`config.mk`:
```
export PLATFORM = sky130hd
export DESIGN_NAME = ibex_cheri_mem_guard
export DESIGN_NICKNAME = d
export VERILOG_FILES = /design/src/rtl/ibex_pkg.sv /design/src/rtl/ibex_cheri_resp_fifo.sv /design/src/rtl/module_wrap64_getBase.sv /design/src/rtl/module_wrap64_getKind.sv /design/src/rtl/module_wrap64_getPerms.sv /design/src/rtl/module_wrap64_getTop.sv /design/src/rtl/module_wrap64_isValidCap.sv /design/src/rtl/ibex_cheri_mem_guard.sv
export SDC_FILE = /design/constraint.sdc
export NUM_CORES = 1
export LEC_CHECK = 0
export BUFFER_PORTS_ARGS = -buffer_cell sky130_fd_sc_hd__buf_4
export CAP_MARGIN = 20
export CORE_UTILIZATION = 49
export CTS_CLUSTER_DIAMETER = 60
export DETAILED_ROUTE_END_ITERATION = 10
export PLACE_DENSITY = 0.82
export SYNTH_ARGS = -nofsm -noshare
export SYNTH_HDL_FRONTEND = slang
export SYNTH_SLANG_ARGS = --single-unit
```
`constraint.sdc`:
```
create_clock -name clk_i -period 8 [get_ports clk_i]
set_clock_uncertainty 0.05 [all_clocks]
set_input_delay 1.6 -clock clk_i [delete_from_list [all_inputs] [get_ports clk_i]]
set_output_delay 1.6 -clock clk_i [all_outputs]
set_load 0.02 [all_outputs]
```
`src/rtl/ibex_pkg.sv`:
```
// Shared Ibex definitions used by the CHERI memory-access guard.
// Holds the capability field layout, the permission bit indices and the
// exception-vector bit order, plus the response-tracking entry format.
package ibex_pkg;

  localparam int unsigned CheriCapBits       = 91;
  localparam int unsigned CapPermsWidth      = 12;
  localparam int unsigned CheriExcWidth      = 6;

  localparam int unsigned PermitExecuteIndex = 1;
  localparam int unsigned PermitLoadIndex    = 2;
  localparam int unsigned PermitStoreIndex   = 3;

  // Bit positions inside the CHERI exception vector.
  typedef enum logic [2:0] {
    TAG_VIOLATION            = 3'd0,
    SEAL_VIOLATION           = 3'd1,
    PERMIT_EXECUTE_VIOLATION = 3'd2,
    PERMIT_LOAD_VIOLATION    = 3'd3,
    PERMIT_STORE_VIOLATION   = 3'd4,
    LENGTH_VIOLATION         = 3'd5
  } cheri_exc_idx_e;

  // Field layout of the authorising capability as seen by the decoders.
  typedef struct packed {
    logic                     tag;
    logic [CapPermsWidth-1:0] perms;
    logic [6:0]               kind;
    logic [5:0]               rsvd;
    logic [32:0]              top;
    logic [31:0]              base;
  } cap_fields_t;

  // One tracked request: locally faulted or not, its exceptions, upper-half flag.
  typedef struct packed {
    logic                     fault;
    logic [CheriExcWidth-1:0] exc;
    logic                     upper;
  } resp_entry_t;

endpackage

```
`src/rtl/ibex_cheri_resp_fifo.sv`:
```
// In-order response-tracking FIFO with wrap-at-depth pointers (any depth >= 1).
// Latency: written entry is visible at the head one cycle after the push.
// Backpressure: a push while full is taken only if a pop happens in the same cycle.
module ibex_cheri_resp_fifo #(
  parameter  int unsigned Depth    = 2,
  parameter  int unsigned Width    = 8,
  localparam int unsigned PtrWidth = (Depth > 1) ? $clog2(Depth) : 1,
  localparam int unsigned CntWidth = $clog2(Depth + 1)
) (
  input  logic                clk_i,
  input  logic                rst_ni,
  input  logic                push_i,
  input  logic [Width-1:0]    wdata_i,
  input  logic                pop_i,
  output logic [Width-1:0]    rdata_o,
  output logic                empty_o,
  output logic                full_o,
  output logic [CntWidth-1:0] count_o
);

  localparam logic [PtrWidth-1:0] LastPtr  = PtrWidth'(Depth - 1);
  localparam logic [CntWidth-1:0] DepthCnt = CntWidth'(Depth);

  logic [Width-1:0]    mem_q [Depth];
  logic [PtrWidth-1:0] wr_ptr_q, rd_ptr_q;
  logic [CntWidth-1:0] count_q;
  logic                do_push, do_pop;

  assign empty_o = (count_q == '0);
  assign full_o  = (count_q == DepthCnt);
  assign do_pop  = pop_i & ~empty_o;
  assign do_push = push_i & (~full_o | do_pop);
  assign rdata_o = mem_q[rd_ptr_q];
  assign count_o = count_q;

  // Storage needs no reset: only slots between the pointers are ever consumed.
  always_ff @(posedge clk_i) begin
    if (do_push) begin
      mem_q[wr_ptr_q] <= wdata_i;
    end
  end

  // Pointers wrap explicitly at Depth-1; count moves only when push and pop differ.
  always_ff @(posedge clk_i or negedge rst_ni) begin
    if (!rst_ni) begin
      wr_ptr_q <= '0;
      rd_ptr_q <= '0;
      count_q  <= '0;
    end else begin
      if (do_push) begin
        wr_ptr_q <= (wr_ptr_q == LastPtr) ? '0 : wr_ptr_q + 1'b1;
      end
      if (do_pop) begin
        rd_ptr_q <= (rd_ptr_q == LastPtr) ? '0 : rd_ptr_q + 1'b1;
      end
      if (do_push != do_pop) begin
        count_q <= do_push ? count_q + 1'b1 : count_q - 1'b1;
      end
    end
  end

endmodule

```
`src/rtl/module_wrap64_getBase.sv`:
```
// Capability decode: lower bound.
// Combinational, zero latency.
// No flow control.
module module_wrap64_getBase
  import ibex_pkg::*;
(
  input  logic [CheriCapBits-1:0] wrap64_getBase_cap,
  output logic [31:0]             wrap64_getBase
);

  cap_fields_t cap;
  logic        unused_cap;

  assign cap            = cap_fields_t'(wrap64_getBase_cap);
  assign wrap64_getBase = cap.base;
  assign unused_cap     = ^cap;

endmodule

```
`src/rtl/module_wrap64_getKind.sv`:
```
// Capability decode: kind / object-type field.
// Combinational, zero latency.
// No flow control.
module module_wrap64_getKind
  import ibex_pkg::*;
(
  input  logic [CheriCapBits-1:0] wrap64_getKind_cap,
  output logic [6:0]              wrap64_getKind
);

  cap_fields_t cap;
  logic        unused_cap;

  assign cap            = cap_fields_t'(wrap64_getKind_cap);
  assign wrap64_getKind = cap.kind;
  assign unused_cap     = ^cap;

endmodule

```
`src/rtl/module_wrap64_getPerms.sv`:
```
// Capability decode: permission bits.
// Combinational, zero latency.
// No flow control.
module module_wrap64_getPerms
  import ibex_pkg::*;
(
  input  logic [CheriCapBits-1:0]  wrap64_getPerms_cap,
  output logic [CapPermsWidth-1:0] wrap64_getPerms
);

  cap_fields_t cap;
  logic        unused_cap;

  assign cap             = cap_fields_t'(wrap64_getPerms_cap);
  assign wrap64_getPerms = cap.perms;
  assign unused_cap      = ^cap;

endmodule

```
`src/rtl/module_wrap64_getTop.sv`:
```
// Capability decode: 33-bit exclusive upper bound.
// Combinational, zero latency.
// No flow control.
module module_wrap64_getTop
  import ibex_pkg::*;
(
  input  logic [CheriCapBits-1:0] wrap64_getTop_cap,
  output logic [32:0]             wrap64_getTop
);

  cap_fields_t cap;
  logic        unused_cap;

  assign cap           = cap_fields_t'(wrap64_getTop_cap);
  assign wrap64_getTop = cap.top;
  assign unused_cap    = ^cap;

endmodule

```
`src/rtl/module_wrap64_isValidCap.sv`:
```
// Capability decode: tag bit.
// Combinational, zero latency.
// No flow control.
module module_wrap64_isValidCap
  import ibex_pkg::*;
(
  input  logic [CheriCapBits-1:0] wrap64_isValidCap_cap,
  output logic                    wrap64_isValidCap
);

  cap_fields_t cap;
  logic        unused_cap;

  assign cap               = cap_fields_t'(wrap64_isValidCap_cap);
  assign wrap64_isValidCap = cap.tag;
  assign unused_cap        = ^cap;

endmodule

```
`src/rtl/ibex_cheri_mem_guard.sv`:
```
// CHERI capability guard between an Ibex requester and its bus port; faulting requests never reach the bus.
// Latency: request path combinational; bus responses pass through combinationally, local faults answer at t+1.
// Backpressure: no grant while MaxOutstanding entries are tracked; a faulting request waits for an empty FIFO.
module ibex_cheri_mem_guard
  import ibex_pkg::*;
#(
  parameter bit          DataMem        = 1'b1,
  parameter int unsigned CheriCapWidth  = 91,
  parameter int unsigned MaxOutstanding = 2,
  parameter bit          StableOut      = 1'b1
) (
  input  logic                     clk_i,
  input  logic                     rst_ni,
  input  logic [CheriCapWidth-1:0] auth_cap_i,
  input  logic                     req_i,
  output logic                     gnt_o,
  input  logic [31:0]              addr_i,
  input  logic                     we_i,
  input  logic [1:0]               type_i,
  input  logic [3:0]               be_i,
  output logic                     rvalid_o,
  output logic                     err_o,
  output logic [CheriExcWidth-1:0] cheri_exc_o,
  output logic                     instr_upper_exc_o,
  output logic                     req_o,
  input  logic                     gnt_i,
  output logic                     we_o,
  input  logic                     rvalid_i,
  input  logic                     err_i
);

  localparam int unsigned EntryWidth = $bits(resp_entry_t);
  localparam int unsigned CntWidth   = $clog2(MaxOutstanding + 1);

  logic                     cap_valid;
  logic [6:0]               cap_kind;
  logic [31:0]              cap_base;
  logic [32:0]              cap_top;
  logic [CapPermsWidth-1:0] cap_perms;

  module_wrap64_isValidCap u_is_valid (
    .wrap64_isValidCap_cap (auth_cap_i),
    .wrap64_isValidCap     (cap_valid)
  );
  module_wrap64_getKind u_get_kind (
    .wrap64_getKind_cap (auth_cap_i),
    .wrap64_getKind     (cap_kind)
  );
  module_wrap64_getBase u_get_base (
    .wrap64_getBase_cap (auth_cap_i),
    .wrap64_getBase     (cap_base)
  );
  module_wrap64_getTop u_get_top (
    .wrap64_getTop_cap (auth_cap_i),
    .wrap64_getTop     (cap_top)
  );
  module_wrap64_getPerms u_get_perms (
    .wrap64_getPerms_cap (auth_cap_i),
    .wrap64_getPerms     (cap_perms)
  );

  logic [1:0]               be_idx;
  logic [31:0]              start_addr;
  logic [32:0]              acc_size;
  logic [32:0]              end_addr;
  logic [CheriExcWidth-1:0] exc;
  logic                     upper_exc;
  logic                     fault;

  // Bounds, permission, tag and seal checks for the request in flight this cycle.
  always_comb begin
    be_idx = 2'd0;
    for (int i = 3; i >= 0; i--) begin
      if (be_i[i]) be_idx = 2'(i);
    end
    start_addr = {addr_i[31:2], 2'b00};
    acc_size   = 33'd2;
    if (DataMem) begin
      start_addr = {addr_i[31:2], be_idx};
      case (type_i)
        2'b00:   acc_size = 33'd4;
        2'b01:   acc_size = 33'd2;
        2'b10:   acc_size = 33'd1;
        default: acc_size = 33'd8;
      endcase
    end
    // 33-bit end address so a region reaching 2^32 compares correctly.
    end_addr = {1'b0, start_addr} + acc_size;

    exc                           = '0;
    exc[TAG_VIOLATION]            = ~cap_valid;
    exc[SEAL_VIOLATION]           = (cap_kind[6:4] != 3'b000);
    exc[PERMIT_LOAD_VIOLATION]    = ~we_i & ~cap_perms[PermitLoadIndex];
    exc[PERMIT_STORE_VIOLATION]   = we_i & ~cap_perms[PermitStoreIndex];
    exc[PERMIT_EXECUTE_VIOLATION] = ~DataMem & ~cap_perms[PermitExecuteIndex];
    exc[LENGTH_VIOLATION]         = (start_addr < cap_base) | (end_addr > cap_top);

    // Upper half of a fetched word lies out of bounds; reported, but not a fault.
    upper_exc = ~DataMem & ({1'b0, addr_i[31:2], 2'b11} >= cap_top);
    fault     = |exc;
  end

  logic                  fifo_empty, fifo_full, push, resp_vld;
  logic [CntWidth-1:0]   fifo_count;
  logic [EntryWidth-1:0] fifo_rdata;
  resp_entry_t           push_entry, head;

  assign req_o = req_i & ~fault & ~fifo_full;
  // A local fault is only answered once every older bus transaction has returned,
  // which keeps responses in order and stops a synthetic response colliding with rvalid_i.
  assign gnt_o = fault ? (req_i & fifo_empty) : (gnt_i & ~fifo_full);
  assign we_o  = we_i & ~fault;
  assign push  = req_i & gnt_o;

  assign push_entry = '{fault: fault, exc: exc, upper: upper_exc};
  assign head       = resp_entry_t'(fifo_rdata);

  // Faulted heads retire on their own; others wait for the bus. rvalid_i with a faulted head is dropped.
  assign resp_vld = ~fifo_empty & (head.fault | rvalid_i);

  ibex_cheri_resp_fifo #(
    .Depth (MaxOutstanding),
    .Width (EntryWidth)
  ) u_resp_fifo (
    .clk_i   (clk_i),
    .rst_ni  (rst_ni),
    .push_i  (push),
    .wdata_i (push_entry),
    .pop_i   (resp_vld),
    .rdata_o (fifo_rdata),
    .empty_o (fifo_empty),
    .full_o  (fifo_full),
    .count_o (fifo_count)
  );

  logic [CheriExcWidth-1:0] resp_exc;
  logic                     resp_upper;

  assign rvalid_o   = resp_vld;
  assign err_o      = resp_vld & (head.fault | err_i);
  assign resp_exc   = head.fault ? head.exc : '0;
  assign resp_upper = head.upper;

  if (StableOut) begin : g_hold
    logic [CheriExcWidth-1:0] exc_q;
    logic                     upper_q;

    // Keep the last response's exception state visible between responses.
    always_ff @(posedge clk_i or negedge rst_ni) begin
      if (!rst_ni) begin
        exc_q   <= '0;
        upper_q <= 1'b0;
      end else if (resp_vld) begin
        exc_q   <= resp_exc;
        upper_q <= resp_upper;
      end
    end

    assign cheri_exc_o       = resp_vld ? resp_exc : exc_q;
    assign instr_upper_exc_o = resp_vld ? resp_upper : upper_q;
  end else begin : g_pulse
    assign cheri_exc_o       = resp_vld ? resp_exc : '0;
    assign instr_upper_exc_o = resp_vld & resp_upper;
  end

  logic unused_sigs;
  assign unused_sigs = ^{addr_i[1:0], cap_kind[3:0], cap_perms, be_i, type_i, fifo_count};

  // A bus response is only legal for an outstanding, non-faulted head entry.
  assert property (@(posedge clk_i) disable iff (!rst_ni)
                   rvalid_i |-> (!fifo_empty && !head.fault));

endmodule

```
Word level (Yosys, flattened, before mapping)
Memories as Yosys holds them, arrays and structs flattened.
Index checks and enable logic that the tools add are counted.
Storage, ports and cells
  flip-flop bits (word level): 11
  bits in latches: 0
  RAM bits: 12
  bits in read-only memories: 0
  bits of input ports: 136
  output and inout port bits: 12
  logic and storage cells: 58
  memories kept: 1
Operators by class
  $add $sub $neg: 5
  multipliers: 0
  divide/modulo/power cells: 0
  $lt $le $gt $ge: 2
  eq/ne operators: 4
  shift operators: 0
  muxes and demuxes: 14
  bitwise operators: 23
  reductions and logical operators: 4
Memory list
  u_resp_fifo.mem_q: words 2, bits a word 6, read ports 1, clocked after memory_dff 0, write ports 1, RTL line ibex_cheri_resp_fifo.sv:24  | logic [Width-1:0] mem_q [Depth];
Operators by type and width (number)
  adder 32 x 33 -> 33 bit: 1
  > comparator 33 bit: 1
  less-than comparator 32 bit: 1
  AND 1 bit: 12
  two-way mux 6 bit: 2
  one-hot mux 4 bit (3 select lines): 1
  two-way mux 2 bit: 5
  inverter 1 bit: 7
  two-way mux 1 bit: 6
  OR reduction 5 bit: 1
  == test 2 bit (second input constant): 2
  logical NOT 2 bit: 2
  bitwise OR 1 bit: 4
  nonzero test 3 bit: 1
  adder 1 bit (second input constant): 2
  adder 2 x 1 -> 2 bit (second input constant): 1
  == test 2 x 1 -> 1 bit (second input constant): 1
  subtractor 2 x 1 -> 2 bit (second input constant): 1
  inequality test 1 bit: 1

Longest topological paths before layout
  depth after elaboration: 13
  depth in mapped cells: 21
  mapped depth without buffers: 21

Hierarchy
Synthesis repeated with hierarchy kept, for this count alone.
Unflattened totals
  cell total of the unflattened synthesis: 500
  area, all modules: 4131.5 um^2
Modules (own cells, without submodules)
  ibex_cheri_mem_guard: times used 1, cells an instance 366, area each 2695.1 um^2, seq. area each 175.2 um^2
  ibex_cheri_resp_fifo: times used 1, cells an instance 49, area each 798.3 um^2, seq. area each 580.6 um^2
  module_wrap64_getTop: times used 1, cells an instance 33, area each 247.7 um^2, seq. area each 0.0 um^2
  module_wrap64_getBase: times used 1, cells an instance 32, area each 240.2 um^2, seq. area each 0.0 um^2
  module_wrap64_getPerms: times used 1, cells an instance 12, area each 90.1 um^2, seq. area each 0.0 um^2
  module_wrap64_getKind: times used 1, cells an instance 7, area each 52.6 um^2, seq. area each 0.0 um^2
  module_wrap64_isValidCap: times used 1, cells an instance 1, area each 7.5 um^2, seq. area each 0.0 um^2

Worst setup path before layout
No wires, ideal clock.
  kind: input to output
  start: in be_i[1]
  end: out gnt_o
  arrival time: 5.633 ns
  required time: 6.350 ns
  setup slack: 0.717 ns
  cell stages on the path: 19
  buffers on the path: 0
  cell sequence: nor3_1 > ha_1 > a21o_1 > a21oi_1 > o21ba_2 > nor4_1 > nand2_1 > nor3_1 > nand3_1 > xnor2_1 > ha_1 > a21oi_1 > a21boi_0 > a2111o_1 > a211o_1 > o21a_4 > or2_2 > o211ai_1 > a21oi_1
Between the ends
  word-level cells in the longest chain between the ends: 7
  elaborated cells on any way between the ends: 8
  classes of those cells: add/sub: 1; order compare: 2; mux: 3; bitwise: 1; reduce/logical: 1
Ends and longest elaborated chain
  start, declared: RTL line ibex_cheri_mem_guard.sv:20  | input logic [3:0] be_i,
  two-way mux 2 bit * (2 in series): RTL line ibex_cheri_mem_guard.sv:74  | if (be_i[i]) be_idx = 2'(i);
  adder 32 x 33 -> 33 bit: RTL line ibex_cheri_mem_guard.sv:88  | end_addr = {1'b0, start_addr} + acc_size;
  > comparator 33 bit: RTL line ibex_cheri_mem_guard.sv:96  | exc[LENGTH_VIOLATION] = (start_addr < cap_base) | (end_addr > cap_top);
  bitwise OR 1 bit *: RTL line ibex_cheri_mem_guard.sv:96
  net exc[5]: RTL line ibex_cheri_mem_guard.sv:66  | logic [CheriExcWidth-1:0] exc;
  OR reduction 5 bit *: RTL line ibex_cheri_mem_guard.sv:100  | fault = |exc;
  two-way mux 1 bit *: RTL line ibex_cheri_mem_guard.sv:111  | assign gnt_o = fault ? (req_i & fifo_empty) : (gnt_i & ~fifo_full);
  end, declared: RTL line ibex_cheri_mem_guard.sv:16  | output logic gnt_o,
The timed path passes the listed nets; every way through them passes the cells marked *.

Worst setup path in the final report
  start: in be_i[2]
  end: out gnt_o
Between the ends
  word-level cells in the longest chain between the ends: 8
  elaborated cells on any way between the ends: 9
  classes of those cells: add/sub: 1; order compare: 2; mux: 4; bitwise: 1; reduce/logical: 1
Ends and longest elaborated chain (RTL line)
  two-way mux 2 bit * (3 in series): ibex_cheri_mem_guard.sv:74
  adder 32 x 33 -> 33 bit: ibex_cheri_mem_guard.sv:88
  > comparator 33 bit: ibex_cheri_mem_guard.sv:96
  bitwise OR 1 bit *: ibex_cheri_mem_guard.sv:96
  net exc[5]: ibex_cheri_mem_guard.sv:66
  OR reduction 5 bit *: ibex_cheri_mem_guard.sv:100
  two-way mux 1 bit *: ibex_cheri_mem_guard.sv:111
Marks and branches as above.

==> results.py <==
metrics = {
    "grt": {
        "grt_max_degree": 14,
        "grt_pass1_wl_um": 13700,
        "antenna_found_initial": 0,
        "grt_usage_pct": 22.9,
        "grt_overflow": 0,
        "first_global_vias": 3410,
    },
    "status": {
        "status": "finished, violations left",
        "violations": "DRC",
    },
    "timing": {
        "finalSetupViolations": 0,
        "rsz0062_at_grt": "false",
        "finalHoldViolations": 0,
        "max_freq_ghz": 0.131,
        "setup_tns_ns": 0,
        "slew_headroom_pct": 47.8,
        "worst_slew_pin_slew_ns": 0.776,
        "hold_slack_ns": 0.444,
        "finalMaxSlewViolations": 0,
        "fin_crit_sh_pct": 95.3,
        "period_minus_slack_ns": 7.63,
    },
    "floorplanning": {
        "dieArea_um2": 7180,
        "pin_count": 148,
        "row_count": 29,
        "die_y_um": 84.7,
        "start_util_pct": 51.9,
        "die_width_um": 84.7,
        "core_area_um2": 6460,
    },
    "yosys": {
        "synth_area_leaders": "ha_1 25%, edfxtp_1 11%, inv_1 8.5%",
        "synth-seq-cells": 23,
        "yosys_most_used_dff": "edfxtp_1",
        "yosys_warnings": 0,
        "postSynth.asyncResetShare_pct": 47.8,
        "yosysTopAreaCell": "ha_1",
        "synth_cell_types": 48,
        "syn_avg_cell_area_um2": 8.08,
        "synth_cells": 415,
        "synth-edff-count": 12,
        "yosys.area.top_type_share_pct": 25.4,
        "synth_nets": 620,
        "ys_seq_area_share_pct": 19.0,
        "synth_area_um2": 3350,
    },
    "worst_setup_path": {
        "endpoint_kind": "output pin",
        "ff2ff_path_depth": 5,
        "slowest_delay_ns": 0.43,
        "crit_required_ns": 6.35,
        "rrSetupSlack_ns": 5.94,
        "critical-path-slowest-cell": "or3_1",
        "worst-path-buf-inv": 2,
        "worst_ep_arrival_time_ns": 5.98,
        "crit_chain": "buf_4 -> nand2b_1 -> a21oi_2 -> ha_1 -> fa_1 -> a21o_1 -> a21oi_1 -> nor2_2 -> nand2_1 -> or3_1 -> nor2_1 -> and2_1 -> xor2_1 -> ha_1 -> nand4_1 -> a31oi_1 -> a2111o_1 -> a211o_1 -> o21a_4 -> or2_2 -> o211ai_1 -> a21oi_1 -> buf_4",
        "crit_type": "in -> out",
        "r2r-end": "g_hold.exc_q[1]",
        "r2r_start": "u_resp_fifo.rd_ptr_q",
        "crit_family": "simple AND/OR/NAND/NOR gates",
        "path_max_fanout": 4,
        "start_kind": "input pin",
    },
    "placement": {
        "port-buffer-count": 125,
        "dpl-instance-area_um2": 4390,
        "gp_congestion": 0.855,
        "dp_cells": 618,
        "dpl.hpwl_um": 7300,
    },
    "worst_hold_path": {
        "hp-start": "g_hold.exc_q[2]",
        "whs_path_depth": 1,
        "min_to": "g_hold.exc_q[2]",
        "hold_path_class": "reg -> reg",
    },
    "detailed_routing": {
        "first_pass_iters": 7,
        "drc_errors": 6,
        "via_per_inst": 5.37,
        "vias": 3339,
        "ant_nets": 0,
        "drt_wl_total_um": 8190,
        "drt-wirelength-per-cell_um": 13.2,
        "drt_iter0_markers": 135,
    },
    "final_layout": {
        "area_delta_synth_final_pct": 33.0,
        "finalInstanceArea_um2": 4460,
        "fillers": 553,
        "nNetsFinal": 751,
        "layout-drive-gt1-share_pct": 27.3,
        "diodes": 0,
        "utilization_pct": 69.0,
        "final_cells": 622,
    },
    "run": {
        "maxCapViolCount": 0,
    },
    "clock_network": {
        "ctsLongestPathBuffers": 2,
        "numCtsBuffers": 3,
        "cts_sinks": 23,
        "clkLatencyLatePin_ns": 0.26,
        "htree_levels": 1,
        "clkSlewWorstSetupHoldPaths_ns": 0.08,
        "cts_tree": "yes",
        "ctsRootBufferMaster": "clkbuf_8",
    },
    "power_and_ir_drop": {
        "p_leak_nw": 2.41,
        "powerDensity_nw_per_um2": 112,
        "peakVddDrop_uv": 100,
    },
}
routing by layer:
metal	track usage, %	vias to the layer above	share of wire [%]
li1	-	1705	-
met2	44.3	92	52
met1	27.0	1536	42
met3	2.85	6	5.2
met4	4.01	0	0.54
met5	0	-	0
placed cells by master (no fill, tap or decap), types with 3 or more instances in the layout:
cell / count
nor4_1: 3
xnor2_1: 22
xor2_1: 11
edfxtp_1: 12
nand4_1: 17
and4_1: 4
nand2_1: 38
mux2i_1: 5
nor2_1: 21
a221oi_1: 3
ha_1: 68
clkbuf_8: 3
a21o_1: 7
buf_4: 128
and2_1: 5
dfrtp_1: 11
nor2b_1: 4
and3_1: 6
o21ai_0: 14
nand3_1: 17
inv_1: 76
nor3_1: 4
a21oi_1: 27
how the worst max path moves through the flow:
stage	from	end	slack (ns)	cells after the start
after floorplan	be_i[1]	gnt_o	0.72	19
after global placement	be_i[2]	gnt_o	0.31	23
after detailed placement	be_i[2]	gnt_o	0.20	23
after CTS	be_i[2]	gnt_o	0.19	23
after global routing	be_i[2]	gnt_o	0.02	23
final	be_i[2]	gnt_o	0.37	23
sequential cells by signal, summed over array words and instances, names as in the netlist:
name                  cells
g_hold.upper_q            1
u_resp_fifo.rd_ptr_q      1
u_resp_fifo.count_o       2
g_hold.exc_q              6
u_resp_fifo.mem_q        12
u_resp_fifo.wr_ptr_q      1
through the flow:
stage	power, mW	setup slack (ns)
finish	0.501	0.374
floorplan	0.320	0.717
detailed placement	0.432	0.197
CTS	0.503	0.186
global route	0.539	0.0183
global placement	0.419	0.306
layout make-up:
class | instances | area (um2) | area share [%]
flip-flops and latches | 23 | 636 | 14.3
clock buffers | 3 | 41.3 | 0.926
multi-input cells | 314 | 2430 | 54.6
well taps | 77 | 96.3 | 2.16
clock inverters | 1 | 5.00 | 0.112
inverters | 76 | 285 | 6.40
repair buffers | 128 | 961 | 21.6
cells in the mapped netlist, drive strengths merged (3+ instances only):
library cell and n:
and2 5, nor2b 4, o21ai 15, or3 3, dfrtp 11, nor2 22, a221oi 3, a21o 8
nand2 38, nor3 7, mux2i 5, xor2 11, nor4 5, mux2 3, nand4 17, and3 6
edfxtp 12, and4 4, xnor2 22, ha 68, inv 76, nand3 17, a21oi 28
power breakdown:
part,switching [mW],internal [mW]
clock network,0.0361,0.0347
registers,0.0178,0.154
logic,0.132,0.127
total,0.186,0.315
repair_timing:
item | 4_1_cts | 5_1_grt
endpoints found under the setup margin | 0 | 2
buffers inserted | 0 | 0
hold endpoints to repair | 0 | 0
hold buffers | 0 | 0
resized for setup | 0 | 4
kinds of logic (layout without fill, tap and decap cells):
group,after synthesis,after routing,synth area share (%)
AND/OR/NAND/NOR,133,133,21.2
buffers and inverters,78,208,8.96
multiplexers,8,8,2.61
flip-flops,23,23,19.0
adder cells (fa/ha/maj),69,69,26.0
XOR/XNOR,33,33,8.62
AO/OA/AOI/OAI,71,71,13.7
(Power assumes the default switching activity.)
